--- config.mk ---
export PLATFORM = sky130hd
export DESIGN_NAME = uart_tx_ctrl
export DESIGN_NICKNAME = d
export VERILOG_FILES = /design/src/rtl/uart_pkg.sv /design/src/rtl/baud_tick_detect.sv /design/src/rtl/uart_tx_ctrl.sv
export SDC_FILE = /design/constraint.sdc
export NUM_CORES = 1
export LEC_CHECK = 0
export BUFFER_PORTS_ARGS = -buffer_cell sky130_fd_sc_hd__buf_2
export CORE_MARGIN = 2
export CORE_UTILIZATION = 41
export DETAILED_ROUTE_END_ITERATION = 10
export HOLD_SLACK_MARGIN = 0.06
export SLEW_MARGIN = 20
export SYNTH_ARGS = -nofsm -noshare
export SYNTH_HDL_FRONTEND = slang
export SYNTH_SLANG_ARGS = --single-unit
export TNS_END_PERCENT = 50
--- constraint.sdc ---
create_clock -name clk -period 2.4 [get_ports clk]
set_input_delay 0.48 -clock clk [delete_from_list [all_inputs] [get_ports clk]]
set_output_delay 0.48 -clock clk [all_outputs]
set_load 0.05 [all_outputs]
--- src/rtl/uart_pkg.sv ---
// Shared UART types and constants: frame states, parity modes, data-width limits.
// Latency: n/a (declarations and pure helper functions only).
// Backpressure: n/a.
package uart_pkg;

   typedef enum logic [2:0] {
      IDLE   = 3'd0,
      SYNC   = 3'd1,
      START  = 3'd2,
      DATA   = 3'd3,
      PARITY = 3'd4,
      STOP1  = 3'd5,
      STOP2  = 3'd6
   } tx_state_t;

   localparam logic [1:0] PAR_NONE = 2'b00;
   localparam logic [1:0] PAR_EVEN = 2'b01;
   localparam logic [1:0] PAR_ODD  = 2'b10;

   localparam int DATA_BITS_MIN = 5;
   localparam int DATA_BITS_MAX = 8;

   // Bit counter only has to reach DATA_BITS_MAX-1.
   localparam int CNT_W = 3;

   // Mode 11 is reserved and behaves like "no parity".
   function automatic logic parityEnabled(input logic [1:0] mode);
      return (mode == PAR_EVEN) || (mode == PAR_ODD);
   endfunction

   // Narrow words are zero-extended, which leaves the XOR reduction unchanged.
   function automatic logic parityBit(input logic [7:0] d, input logic [1:0] mode);
      return (mode == PAR_ODD) ? ~^d : ^d;
   endfunction

endpackage

--- src/rtl/baud_tick_detect.sv ---
// Turns the generator's toggling baud output into a one-clk tick on each rising edge.
// Latency: tick is combinational from baudClk; valid for the single cycle before the edge is registered.
// Backpressure: none; a stalled baudClk simply produces no ticks.
module baud_tick_detect (
   input  logic clk,
   input  logic rst,
   input  logic baudClk,
   output logic tick
);

   logic baudClkQ;

   // Remember the previous baud level so a 0->1 transition can be seen.
   always_ff @(posedge clk or posedge rst) begin
      if (rst) baudClkQ <= 1'b0;
      else     baudClkQ <= baudClk;
   end

   assign tick = baudClk & ~baudClkQ;

endmodule

--- src/rtl/uart_tx_ctrl.sv ---
// UART transmit sequencer: start, LSB-first data, optional parity, 1/2 stop bits, one-word holding register.
// Latency: first start edge on the first baud tick after a word reaches IDLE; back-to-back frames have zero gap.
// Backpressure: tx_ready drops while the holding register is full; frames pace themselves purely on baud ticks.
module uart_tx_ctrl
   import uart_pkg::*;
#(
   parameter int DATA_BITS = 8
) (
   input  logic                 clk,
   input  logic                 rst,
   input  logic [DATA_BITS-1:0] tx_data,
   input  logic                 tx_valid,
   output logic                 tx_ready,
   input  logic [1:0]           par_mode,
   input  logic                 stop2,
   input  logic                 baud_clk,
   output logic                 baud_en,
   output logic                 txd,
   output logic                 busy,
   output logic                 frame_done
);

   if (DATA_BITS < DATA_BITS_MIN || DATA_BITS > DATA_BITS_MAX) begin : gBadWidth
      $error("uart_tx_ctrl: DATA_BITS must lie in 5..8");
   end

   tx_state_t            state;
   logic                 tick;
   logic [DATA_BITS-1:0] holdReg;
   logic                 holdFull;
   logic [DATA_BITS-1:0] shiftReg;
   logic [CNT_W-1:0]     bitCnt;
   logic                 parEnQ;
   logic                 parBitQ;
   logic                 stop2Q;
   logic                 txdQ;
   logic                 baudEnQ;
   logic                 frameDoneQ;

   baud_tick_detect uTick (
      .clk     (clk),
      .rst     (rst),
      .baudClk (baud_clk),
      .tick    (tick)
   );

   assign tx_ready   = ~holdFull;
   assign busy       = (state != IDLE);
   assign txd        = txdQ;
   assign baud_en    = baudEnQ;
   assign frame_done = frameDoneQ;

   // Holding register plus frame sequencer; every bit boundary is a baud tick.
   always_ff @(posedge clk or posedge rst) begin
      if (rst) begin
         state      <= IDLE;
         holdReg    <= '0;
         holdFull   <= 1'b0;
         shiftReg   <= '0;
         bitCnt     <= '0;
         parEnQ     <= 1'b0;
         parBitQ    <= 1'b0;
         stop2Q     <= 1'b0;
         txdQ       <= 1'b1;
         baudEnQ    <= 1'b0;
         frameDoneQ <= 1'b0;
      end else begin
         frameDoneQ <= 1'b0;
         baudEnQ    <= (state != IDLE) | holdFull;

         // Accept never collides with a load: loads only happen while holdFull is set.
         if (tx_valid && !holdFull) begin
            holdReg  <= tx_data;
            holdFull <= 1'b1;
         end

         case (state)
            IDLE: begin
               txdQ <= 1'b1;
               if (holdFull) begin
                  shiftReg <= holdReg;
                  holdFull <= 1'b0;
                  parEnQ   <= parityEnabled(par_mode);
                  parBitQ  <= parityBit(8'(holdReg), par_mode);
                  stop2Q   <= stop2;
                  state    <= SYNC;
               end
            end
            // Generator phase is unknown right after enable, so align the start edge to a tick.
            SYNC: if (tick) begin
               txdQ  <= 1'b0;
               state <= START;
            end
            START: if (tick) begin
               txdQ     <= shiftReg[0];
               shiftReg <= shiftReg >> 1;
               bitCnt   <= '0;
               state    <= DATA;
            end
            DATA: if (tick) begin
               if (bitCnt < CNT_W'(DATA_BITS - 1)) begin
                  txdQ     <= shiftReg[0];
                  shiftReg <= shiftReg >> 1;
                  bitCnt   <= bitCnt + 1'b1;
               end else if (parEnQ) begin
                  txdQ  <= parBitQ;
                  state <= PARITY;
               end else begin
                  txdQ  <= 1'b1;
                  state <= STOP1;
               end
            end
            PARITY: if (tick) begin
               txdQ  <= 1'b1;
               state <= STOP1;
            end
            STOP1, STOP2: if (tick) begin
               if (state == STOP1 && stop2Q) begin
                  state <= STOP2;
               end else begin
                  frameDoneQ <= 1'b1;
                  // A waiting word starts its start bit on this very tick: no idle gap.
                  if (holdFull) begin
                     shiftReg <= holdReg;
                     holdFull <= 1'b0;
                     parEnQ   <= parityEnabled(par_mode);
                     parBitQ  <= parityBit(8'(holdReg), par_mode);
                     stop2Q   <= stop2;
                     txdQ     <= 1'b0;
                     state    <= START;
                  end else begin
                     txdQ  <= 1'b1;
                     state <= IDLE;
                  end
               end
            end
            default: state <= IDLE;
         endcase
      end
   end

endmodule

Yosys cells after proc, flatten, opt, wreduce, memory -nomap -nowiden
Index checks and enable logic that the tools add are counted.
- register bits after elaboration: 30
- bits of input ports: 15
- output and inout port bits: 5
- word-level logic and storage cells: 106
- add/subtract/negate cells: 1
- magnitude comparators: 1
- eq/ne operators: 17
- multiplexer cells: 53
- bitwise gates (word level): 4
- reductions and logical operators: 18
- operators by type and width (kind ; count):
    8-bit 2-to-1 mux ; 6
    3-bit 2-to-1 mux ; 11
    8-bit one-hot mux with 4 select lines ; 1
    1-bit 2-to-1 mux ; 27
    2-bit != test (second input constant) ; 9
    3-bit one-hot mux with 6 select lines ; 1
    7-bit AND reduction ; 2
    3-bit == test (second input constant) ; 3
    1-bit one-hot mux with 2 select lines ; 4
    8-bit XNOR reduction ; 1
    8-bit parity ; 1
    3-bit by 2-bit == test with 1-bit output (second input constant) ; 2
    1-bit one-hot mux with 6 select lines ; 1
    3-bit one-hot mux with 2 select lines ; 1
    6-bit AND reduction ; 1
    6-bit nonzero test ; 1
    4-bit AND reduction ; 1
    2-bit nonzero test ; 2
    4-bit nonzero test ; 1
    3-bit by 1-bit adder with 3-bit output (second input constant) ; 1
    3-bit by 1-bit == test with 1-bit output (second input constant) ; 1
    3-bit zero test ; 1
    3-bit less-than comparator (second input constant) ; 1
    3-bit AND reduction ; 1
    other kinds (11) ; 13

Depth between registers and ports, before layout
- depth after elaboration: 7
- depth in mapped cells: 6
- gate-level depth less buffers: 6

Cells and area by module
A second synthesis with hierarchy kept.
- cells, all modules: 150
- area total of the unflattened synthesis: 1656.6 µm²
- by module, submodules not included (module ; times used ; cells an instance ; area an instance (µm²) ; seq. area each (µm²)):
    uart_tx_ctrl ; 1 ; 147 ; 1614.0 ; 726.9
    baud_tick_detect ; 1 ; 3 ; 42.5 ; 25.0

Worst setup path after synthesis
OpenSTA, ideal clock, no wires.
- path kind: input to register
- from: in par_mode[0]
- to: reg parBitQ
- data arrival time: 1.602 ns
- required time: 2.272 ns
- path slack: 0.671 ns
- cell stages on the path: 6
- cell sequence: inv_1 > ha_1 > xnor2_1 > xnor3_1 > xnor2_1 > mux2_1
- longest elaborated chain between the ends: 6
- RTL lines (what ; line ; RTL):
    start: declaration ; uart_tx_ctrl.sv:14 ; input logic [1:0] par_mode,
    2-bit == test * ; uart_pkg.sv:33 ; return (mode == PAR_ODD) ? ~^d : ^d;
    1-bit 2-to-1 mux * ; uart_pkg.sv:33 ;
    1-bit 2-to-1 mux * ; uart_tx_ctrl.sv:80, uart_tx_ctrl.sv:123 ;
    1-bit 2-to-1 mux ; uart_tx_ctrl.sv:118 ; if (state == STOP1 && stop2Q) begin
    1-bit 2-to-1 mux ; uart_tx_ctrl.sv:117 ; STOP1, STOP2: if (tick) begin
    1-bit one-hot mux with 2 select lines * ; uart_tx_ctrl.sv:77 ; case (state)
    end signal: assignment ; uart_tx_ctrl.sv:84 ; parBitQ <= parityBit(8'(holdReg), par_mode);
    end signal: assignment ; uart_tx_ctrl.sv:127 ; parBitQ <= parityBit(8'(holdReg), par_mode);
    end: declaration ; uart_tx_ctrl.sv:34 ; logic parBitQ;
Every way passes the cells marked *; elsewhere a longest branch is shown, timed or not. The select of a mux whose other input is x is not followed.
A chain may end at the register's enable or synchronous reset.

Worst setup path after layout
- from: reg state[1]
- to: out busy
- longest elaborated chain between the ends: 1
- RTL lines (what ; line ; RTL):
    start: declaration ; uart_tx_ctrl.sv:27 ; tx_state_t state;
    start signal: assignment ; uart_tx_ctrl.sv:56 ; state <= IDLE;
    start signal: assignment ; uart_tx_ctrl.sv:86 ; state <= SYNC;
    start signal: assignment ; uart_tx_ctrl.sv:92 ; state <= START;
    3-bit nonzero test ; uart_tx_ctrl.sv:48 ; assign busy = (state != IDLE);
    end: declaration ; uart_tx_ctrl.sv:19 ; output logic busy,
Every way passes these cells.

==> results by stage <==
Outcome:
- The run finished with clean final reports.

Hold path:
- The tightest min-delay check is of the primary input to asynchronous set/reset pin type.

Yosys:
- In this run the mean area of a mapped cell was 11.3 µm².
- Of the total synthesized cell area, the portion taken by XOR and XNOR cells is 0.0458.
- The number of flops mapped to enable cells by yosys is 0.
- The sequential area share after synthesis is 0.459.
- The complex-gate fraction of the synthesized area is 0.118.
- The most used flip-flop cell after synthesis is dfrtp_1.
- After synthesis, the share of cell area in mux cells is 0.206.
- Of the total synthesized cell area, the portion taken by AND, OR, NAND and NOR gates is 0.119.
- By area, the combinational part of the netlist is dominated by multiplexers.
- In this run, synthesis produced a sequential element count of 30.
- The number of nets handed over by synthesis was 162.
- The synthesized netlist occupies a cell area of 1640 µm².
- Of the total synthesized cell area, the portion taken by full adders, half adders and majority gates is 0.0153.
- The number of different library cells used by synthesis comes to 44.
- The async set-or-reset flop fraction in the synthesized netlist is 1.00.
- The cell count after synthesis came out at 145.
- The count of warnings emitted by yosys is 0.

Placed design:
- The post-detailed-placement half-perimeter wirelength is 2.31 mm.
- Routability-driven placement finished with a final weighted congestion of 0.833.
- The cell total after placement is 209.
- The count of buffers from port buffering is 19.

Clock tree:
- The number of setup buffers added after CTS is 0.
- The number of sinks on the clock net is 30.
- The clock tree from TritonCTS is built.
- The clock tree synthesis step divided the H-tree into 2 levels.
- The number of hold buffers added after CTS is 0.
- The clock-pin slew on the worst setup and hold paths is 0.06 ns.
- The number of clock buffers added by TritonCTS is 5.
- The largest buffer count on any clock path is 2.
- The tree is rooted in a clkbuf_8.
- The number of cells upsized or downsized after cts is 0.
- The insertion delay of the later-clocked pin in the worst-skew pair is 0.28 ns.

Pwr:
- The internal portion of the total power is 1850 µW.
- The share of total power dissipated in combinational logic is 0.424.
- The share of power burned in the clock network is 0.224.
- Power spread over the standard cell area amounts to 1470 nW/µm².
- Summed over all cells, the static leakage comes to 0.000876 µW.
- The share of total power dissipated in sequential elements is 0.352.
- The fraction of power spent switching nets is 0.348.
- Across the VDD grid, the largest voltage drop is 0.000623 V.
- The switching power total is 987 µW.

Final layout:
- Compared with the post-synthesis result, the final layout area differs by 17.9%.
- Of the cells placed in the final design, the portion with a size suffix greater than 1 is 0.385.
- The number of nets in the final layout is 185.
- The final cell count without fillers is 217.
- 0 antenna diodes ended up in the layout.

Timing:
- The total count of max-transition violations in the final report is 0.
- In the finished design, the share of the clock period the worst path needs comes to 0.839.
- The worst pin sits at a relative slew slack of 0.652.
- The highest attainable clock frequency is 497 MHz.
- The count of final hold-check violations was 0.
- Setup repair after global routing left no endpoint under its margin.
- Clock skew on the completed layout was measured at 0.00503 ns.
- For the pin with the worst max-slew slack, the measured transition is 0.522 ns.
- The post-layout minimum cycle time is 2.01 ns.
- The total negative setup slack is 0 ns.
- The total setup violations reported at the end of the flow is 0.

Global routing:
- The overall fraction of global-route tracks in use is 0.166.
- The number of antenna violations at the first check in global routing came to 0.
- The first global-routing pass estimated 5.40 mm of wire.
- The number of global-route vias before repair is 1,147.
- The total overflow left after global routing is 0.
- Entering global routing, the biggest net connects 19 pins.

Floorplanning:
- The die is 67.2 µm wide.
- Row generation in the floorplan step produced 22 rows.
- The die outline area is 4520 µm².
- The total I/O pin count is 20.
- The core box area is 3740 µm².
- The die span in y is 67.2 µm.
- For this configuration, the core starts out at a cell density of 0.438.

Setup path:
- The critical path goes through nor3_2 > inv_1 > buf_2.
- The largest fanout of any net on the critical path is 16.
- The nature of the critical path endpoint is an output pin.
- The library cell contributing the largest single delay on the critical path is dfrtp_1.
- At the worst endpoint, the arrival time is 1.53 ns.
- For the worst setup path, the data required time is 1.92 ns.
- The worst stage delay on the critical path is 0.56 ns.
- The kind of start point of the critical path is a flop.
- The critical path is of the flop to output pin type.

Run:
- The tool flagged a number of max-cap violations equal to 0.

Drt:
- The detailed router's first-iteration violation count is 71.
- After detailed routing, the number of remaining DRC violations is 0.
- The count of nets left with antenna violations after detail routing is 0.
- The final layout contains routed wiring with a total length of 3.06 mm.
- The final routed wire length divided by cell count is 14.1 µm.
- Dividing the detail-routed via count by the number of cells gives 5.30.
- The number of detailed-route iterations in the first pass is 4.
- The detailed-route via count is 1,150.
## logic make-up after synthesis
kind of cell,after synthesis
multiplexers,30
flip-flops,30
AO/OA/AOI/OAI,26
XOR/XNOR,7
AND/OR/NAND/NOR,36
buffers and inverters,14
adder cells (fa/ha/maj),2
## layer usage
layer | GRT usage | vias up | wire length, µm | share of wire
met5 | 0 | - | 0 | 0
met4 | 0.0765 | 0 | 59 | 0.019
met3 | 0.0567 | 6 | 149 | 0.049
met2 | 0.250 | 27 | 1380 | 0.45
met1 | 0.215 | 556 | 1470 | 0.48
li1 | - | 561 | - | -
## synth_stat cells (all sizes together) (4+ instances only)
library cell,count,area share
a21oi,5,0.024
buf,4,0.014
dfrtp,29,0.44
inv,7,0.016
mux2,27,0.19
nand2,10,0.023
nor2,9,0.022
o21ai,5,0.015
o22ai,4,0.015
xnor2,5,0.027
## worst paths after layout
kind,from,endpoint,slack (ns),cells past startpoint
max,state[1],busy,0.39,3
min,rst,state[0],0.17,2
max reg2reg,state[1],shiftReg[0],0.40,4
min reg2reg,shiftReg[0],shiftReg[0],0.49,1
max in group asynchronous,rst,shiftReg[2],1.71,3
min in group clk,baud_clk,uTick.baudClkQ,0.36,1
## cells in the final DEF, fill, tap and decap left out, types with 4 or more instances in the layout
| cell | count |
|---|---|
| mux2_2 | 24 |
| clkbuf_8 | 6 |
| nand2_1 | 10 |
| dfrtp_1 | 29 |
| nor2_1 | 8 |
| xnor2_1 | 5 |
| buf_2 | 19 |
| o21ai_0 | 4 |
| o22ai_1 | 4 |
| buf_4 | 4 |
| inv_1 | 6 |
## worst max-delay path: cells and delay by family (launching register included)
kind,cells,cell delay (ns)
and+or+nand+nor,1,0.39
DFF,1,0.56
buffers and inverters,2,0.30
## power by group through the flow
stage               logic (µW)  registers, µW  clock network, µW
floorplan                 1080            910                  0
global placement          1190            997                  0
detailed placement        1210           1010                  0
CTS                       1220            997                649
global route              1320           1040                674
finish                    1200            997                634
## layout make-up
| class | instances | area [µm²] |
|---|---|---|
| fillers | 367 | 1810 |
| multi-input cells | 101 | 827 |
| flip-flops and latches | 30 | 752 |
| repair buffers | 23 | 125 |
| clock buffers | 6 | 82.6 |
| clock inverters | 2 | 60.1 |
| well taps | 48 | 60.1 |
| inverters | 7 | 26.3 |
## metrics by stage
step | area, µm² | hold slack (ns) | setup WS, ns | total power [µW] | util
2_1_floorplan | 1640 | 0.455 | 0.671 | 1990 | -
3_3_place_gp | 1790 | 0.472 | 0.479 | 2180 | 0.478
3_5_place_dp | 1790 | 0.486 | 0.390 | 2220 | 0.478
4_1_cts | 1930 | 0.184 | 0.369 | 2860 | 0.516
5_1_grt | 1930 | 0.204 | 0.254 | 3030 | 0.516
6_report | 1930 | 0.168 | 0.386 | 2830 | 0.516
## registers in the layout, summed over array words and instances (netlist names), 3 cells and up
signal    count
holdReg       8
shiftReg      8
bitCnt        3
state         3
Note: power is estimated with default switching activity, not from simulation.
